`src/rtl/cpu_pkg.sv`:
```
// Shared CPU datapath widths, ALU function encodings and the forwarding bus payload.
package cpu_pkg;

    localparam int unsigned DATA_W = 16;
    localparam int unsigned REG_AW = 3;
    localparam int unsigned FSEL_W = 3;

    localparam logic [FSEL_W-1:0] FSEL_ZERO = 3'b000;
    localparam logic [FSEL_W-1:0] FSEL_ADD  = 3'b001;
    localparam logic [FSEL_W-1:0] FSEL_SUB  = 3'b010;
    localparam logic [FSEL_W-1:0] FSEL_NEG  = 3'b011;
    localparam logic [FSEL_W-1:0] FSEL_XOR  = 3'b100;
    localparam logic [FSEL_W-1:0] FSEL_NOT  = 3'b101;
    localparam logic [FSEL_W-1:0] FSEL_PASS = 3'b110;

    localparam logic [REG_AW-1:0] R0 = 3'd0;

    // One writeback bus as seen by the operand stage
    typedef struct packed {
        logic              wb_en;
        logic [REG_AW-1:0] rd;
        logic [DATA_W-1:0] result;
    } fwd_bus_t;

endpackage

```
`src/rtl/id_ex_operand_stage_fwd_mux.sv`:
```
// Three-way operand select: R0 forces zero, then EX/MEM, then MEM/WB, then default data.
module fwd_mux
    import cpu_pkg::*;
(
    input  logic [REG_AW-1:0] tag,
    input  logic [DATA_W-1:0] dflt,
    input  fwd_bus_t          exm,
    input  fwd_bus_t          mwb,
    output logic [DATA_W-1:0] sel_c
);

    always_comb begin
        sel_c = dflt;
        if (tag == R0) begin
            sel_c = '0;
        end else if (exm.wb_en && (exm.rd == tag)) begin
            sel_c = exm.result;
        end else if (mwb.wb_en && (mwb.rd == tag)) begin
            sel_c = mwb.result;
        end
    end

endmodule

```
`src/rtl/id_ex_operand_stage.sv`:
```
// ID/EX pipeline register feeding the ALU, with RAW forwarding at capture and snooping while stalled.
module id_ex_operand_stage
    import cpu_pkg::*;
(
    input  logic              clk,
    input  logic              rst_n,
    input  logic              id_valid,
    input  logic [FSEL_W-1:0] id_fsel,
    input  logic [REG_AW-1:0] id_rs_a,
    input  logic [REG_AW-1:0] id_rs_b,
    input  logic [DATA_W-1:0] id_data_a,
    input  logic [DATA_W-1:0] id_data_b,
    input  logic [REG_AW-1:0] id_rd,
    input  logic              id_wb_en,
    input  logic              stall,
    input  logic              flush,
    input  logic              exm_wb_en,
    input  logic [REG_AW-1:0] exm_rd,
    input  logic [DATA_W-1:0] exm_result,
    input  logic              mwb_wb_en,
    input  logic [REG_AW-1:0] mwb_rd,
    input  logic [DATA_W-1:0] mwb_result,
    output logic [DATA_W-1:0] alu_x,
    output logic [DATA_W-1:0] alu_y,
    output logic [FSEL_W-1:0] alu_fsel,
    output logic              ex_valid,
    output logic [REG_AW-1:0] ex_rd,
    output logic              ex_wb_en
);

    fwd_bus_t          exm_bus;
    fwd_bus_t          mwb_bus;
    logic [REG_AW-1:0] ex_rs_a;
    logic [REG_AW-1:0] ex_rs_b;
    logic [DATA_W-1:0] cap_a_c;
    logic [DATA_W-1:0] cap_b_c;
    logic [DATA_W-1:0] snoop_a_c;
    logic [DATA_W-1:0] snoop_b_c;

    assign exm_bus = '{wb_en: exm_wb_en, rd: exm_rd, result: exm_result};
    assign mwb_bus = '{wb_en: mwb_wb_en, rd: mwb_rd, result: mwb_result};

    fwd_mux u_cap_a   (.tag(id_rs_a), .dflt(id_data_a), .exm(exm_bus), .mwb(mwb_bus), .sel_c(cap_a_c));
    fwd_mux u_cap_b   (.tag(id_rs_b), .dflt(id_data_b), .exm(exm_bus), .mwb(mwb_bus), .sel_c(cap_b_c));
    fwd_mux u_snoop_a (.tag(ex_rs_a), .dflt(alu_x),     .exm(exm_bus), .mwb(mwb_bus), .sel_c(snoop_a_c));
    fwd_mux u_snoop_b (.tag(ex_rs_b), .dflt(alu_y),     .exm(exm_bus), .mwb(mwb_bus), .sel_c(snoop_b_c));

    // Priority per edge: flush, then stall (hold + snoop), then load or bubble
    always_ff @(posedge clk or negedge rst_n) begin
        if (!rst_n) begin
            ex_valid <= 1'b0;
            ex_wb_en <= 1'b0;
            ex_rd    <= '0;
            alu_fsel <= FSEL_ZERO;
            alu_x    <= '0;
            alu_y    <= '0;
            ex_rs_a  <= '0;
            ex_rs_b  <= '0;
        end else if (flush || (!stall && !id_valid)) begin
            ex_valid <= 1'b0;
            ex_wb_en <= 1'b0;
            ex_rd    <= '0;
            alu_fsel <= FSEL_ZERO;
            alu_x    <= '0;
            alu_y    <= '0;
            ex_rs_a  <= '0;
            ex_rs_b  <= '0;
        end else if (stall) begin
            if (ex_valid) begin
                alu_x <= snoop_a_c;
                alu_y <= snoop_b_c;
            end
        end else begin
            ex_valid <= 1'b1;
            ex_wb_en <= id_wb_en;
            ex_rd    <= id_rd;
            alu_fsel <= id_fsel;
            alu_x    <= cap_a_c;
            alu_y    <= cap_b_c;
            ex_rs_a  <= id_rs_a;
            ex_rs_b  <= id_rs_b;
        end
    end

endmodule

```
`config.mk`:
```
export PLATFORM = sky130hd
export DESIGN_NAME = id_ex_operand_stage
export DESIGN_NICKNAME = d
export VERILOG_FILES = /design/src/rtl/cpu_pkg.sv /design/src/rtl/id_ex_operand_stage_fwd_mux.sv /design/src/rtl/id_ex_operand_stage.sv
export SDC_FILE = /design/constraint.sdc
export NUM_CORES = 1
export LEC_CHECK = 0
export ABC_AREA = 1
export CAP_MARGIN = 0
export CORE_UTILIZATION = 40
export DETAILED_ROUTE_END_ITERATION = 12
export GPL_ROUTABILITY_DRIVEN = 0
export PLACE_DENSITY = 0.69
export SYNTH_ARGS = -nofsm -noshare
export SYNTH_HDL_FRONTEND = slang
export SYNTH_SLANG_ARGS = --single-unit
```
`constraint.sdc`:
```
create_clock -name clk -period 3.9 [get_ports clk]
set_input_delay 0.78 -clock clk [delete_from_list [all_inputs] [get_ports clk]]
set_output_delay 0.78 -clock clk [all_outputs]
set_load 0.05 [all_outputs]
```
==> impl_metrics.sql <==
INSERT INTO impl_metrics (metric_group, metric, value, unit) VALUES
('sta', 'hold_viol_final', '0', ''),
('cts', 'clock_tree_buf_depth', '2', ''),
('global_route', 'grt_pass1_vias', '5339', ''),
('synth', 'synth_common_cells', 'nand2_1, nand3_1, inv_1, dfrtp_1, buf_2', ''),
('route', 'route.detailed.drc', '0', ''),
('setup_path', 'crit_family', 'simple AND/OR/NAND/NOR gates', ''),
('sta', 'fin_setup_tns', '0', 'ns'),
('route', 'drt_iter0_markers', '462', ''),
('sta', 'slew_headroom', '31.9', '%'),
('sta', 'worst_clock_skew', '0.00565', 'ns'),
('setup_path', 'worst-setup-path-type', 'in -> reg', ''),
('sta', 'setup_violations', '0', ''),
('synth', 'synth.area.top_cells', 'dfrtp_1, nand2_1, nand3_1, inv_1, a21oi_2', ''),
('setup_path', 'crit_top_cell', 'nand2_1', ''),
('floorplan', 'fp.coreArea', '0.0105', 'mm²'),
('cts', 'cts_resized', '0', ''),
('min_path', 'min-delay-path-class', 'reg -> reg', ''),
('flow_run', 'cap_violations', '0', ''),
('setup_path', 'reg2reg_depth', '10', ''),
('outcome', 'result_of_the_run', 'finished clean', ''),
('global_route', 'first_pass_grt_wire_length', '25.7', 'mm'),
('synth', 'synth_top_area_share', '26.2', '%'),
('floorplan', 'die-area', '0.0114', 'mm²'),
('setup_path', 'r2r_setup_slack', '1.71', 'ns'),
('synth', 'synthesis.yosys.warnings', '0', ''),
('setup_path', 'cp_num_buf_inv', '2', ''),
('sta', 'layout_worst_path_cycle_share', '71.1', '%'),
('sta', 'report.final.slew_viol_count', '0', ''),
('sta', 'worst_slack_on_hold_paths', '0.488', 'ns'),
('floorplan', 'fp.dieH', '107', 'µm'),
('global_route', 'grt_overflow', '0', ''),
('setup_path', 'cp-start-kind', 'primary input', ''),
('global_route', 'grt_antenna_before_repair', '0', ''),
('power_and_ir_drop', 'power-per-cell-area', '265', 'mW/mm²'),
('min_path', 'hold_path_end', 'alu_y[2]', ''),
('setup_path', 'data_required_time_at_the_worst_endpoint', '4.15', 'ns'),
('global_route', 'largest_net_degree_at_the_start_of_global_routing', '47', ''),
('synth', 'most_common_cell_in_the_netlist', 'nand2_1', ''),
('power_and_ir_drop', 'p_leak', '0.00300', 'µW'),
('sta', 'final.min_clock_period', '2.77', 'ns'),
('cts', 'clk_pin_slew_worst_paths', '0.09', 'ns'),
('cts', 'cts_buffers', '5', ''),
('setup_path', 'worst_r2r_endpoint', 'alu_y[6]', ''),
('setup_path', 'crit-reg2reg-launch', 'ex_rs_b[1]', ''),
('synth', 'number_of_nets_in_the_synthesized_netlist', '837', ''),
('cts', 'h-tree-depth', '2', ''),
('route', 'wirelength', '16.0', 'mm'),
('route', 'vias', '5419', ''),
('synth', 'netlist_instances', '747', ''),
('synth', 'synth.ff_latch_count', '46', ''),
('placement', 'placement.io_buffers', '129', ''),
('cells_and_area', 'diodes', '0', ''),
('min_path', 'worstHoldPathCells', '2', ''),
('sta', 'worstMarginPinSlew', '1.02', 'ns'),
('route', 'per_cell_via_count_in_the_routed_design', '5.49', ''),
('cells_and_area', 'flow.area_growth_from_synthesis', '32.4', '%'),
('setup_path', 'setup.worst_path.end_class', 'register', ''),
('floorplan', 'die_width', '107', 'µm'),
('cells_and_area', 'share_of_post_route_cells_with_drive_strength_above_1', '8.34', '%'),
('cts', 'tritoncts_num_sinks', '46', ''),
('route', 'detailedRoute.firstPassIterationCount', '5', ''),
('setup_path', 'worstPathCellList', 'clkdlybuf4s50_1, inv_2, nand2_1, nand2_1, nor2_4, nand2_4, nand3_4, nand2_4, a21oi_1, nand2_1, nand2_1', ''),
('synth', 'synth_area_leader_cell', 'dfrtp_1', ''),
('synth', 'postSynthAreaPerCell', '5.89', 'µm²'),
('setup_path', 'crit_path_max_incr_delay', '0.57', 'ns'),
('synth', 'synth-edff-count', '0', ''),
('synth', 'synth.cell_area', '0.00440', 'mm²'),
('synth', 'most_used_flip_flop_cell_after_synthesis', 'dfrtp_1', ''),
('cts', 'post_cts_hold_buffer_count', '0', ''),
('floorplan', 'core.rowCount', '37', ''),
('global_route', 'grt.total_usage', '28.8', '%');
[worst reg2reg max path: cells and delay by family, from the launching register on]
family          cells  cell delay, ns
simple gates        8            1.40
flops               1            0.44
compound gates      1            0.18
buf+inv             1            0.11
[worst max path at each step]
stage / to / cells after the start / start / slack, ns
2_1_floorplan: alu_x[3] / 12 / mwb_rd[0] / 1.94
3_3_place_gp: alu_y[6] / 11 / exm_rd[1] / 0.93
3_5_place_dp: alu_y[6] / 11 / exm_rd[1] / 0.88
4_1_cts: alu_y[6] / 11 / exm_rd[1] / 1.20
5_1_grt: alu_y[15] / 11 / id_rs_b[1] / 0.99
6_report: alu_y[6] / 11 / exm_rd[1] / 1.13
[cell type report]
type	count	area [µm²]	area share, %
repair buffers	132	1300	22.4
flip-flops and latches	46	1150	19.8
well taps	136	170	2.92
multi-input cells	563	2680	45.9
clock buffers	6	82.6	1.42
inverters	102	383	6.57
clock inverters	2	60.1	1.03
[sequential cells by signal, indices dropped and copies added (netlist names)]
| register | cells |
|---|---|
| alu_fsel | 3 |
| alu_x | 16 |
| alu_y | 16 |
| ex_rd | 3 |
| ex_rs_a | 3 |
| ex_rs_b | 3 |
| ex_valid | 1 |
| ex_wb_en | 1 |
[power by group]
part	leakage [µW]	internal, µW	switching, µW
clock	0.0000714	273	168
sequential	0.000629	499	16.0
combinational	0.00230	208	380
total	0.00300	980	564
[per-layer routing]
metal | vias up | global-route usage [%] | routed length (µm)
li1 | 2553 | - | -
met1 | 2517 | 32.4 | 5960
met3 | 72 | 3.65 | 1110
met2 | 277 | 51.6 | 7960
met4 | 0 | 17.5 | 961
met5 | - | 0 | 0
[per-stage QoR]
step | instances | util [%] | area (µm²) | setup WS (ns)
CTS | 987 | 55.5 | 5830 | 1.20
floorplan | 747 | - | 4400 | 1.94
finish | 987 | 55.5 | 5830 | 1.13
global placement | 979 | 54.1 | 5690 | 0.934
detailed placement | 979 | 54.1 | 5690 | 0.881
global route | 987 | 55.5 | 5830 | 0.989
[cell usage in the layout (no fill, tap or decap), drive strengths merged, types with 5 or more instances in the layout]
cell / instances
a21oi: 32
buf: 5
clkbuf: 6
clkdlybuf4s50: 127
dfrtp: 46
inv: 102
nand2: 313
nand3: 166
nor2: 26
o21ai: 9
o22ai: 13
[cell families (layout without fill, tap and decap cells)]
| family | count (synthesis) | after routing | synth area share [%] |
|---|---|---|---|
| xor gates and xnor gates | 2 | 2 | 0.398 |
| buffers and inverters | 138 | 242 | 13.0 |
| and+or+nand+nor | 507 | 507 | 51.6 |
| AOI/OAI and AO/OA | 54 | 54 | 8.81 |
| DFF | 46 | 46 | 26.2 |
No activity file was read; power rests on OpenSTA's default activity.
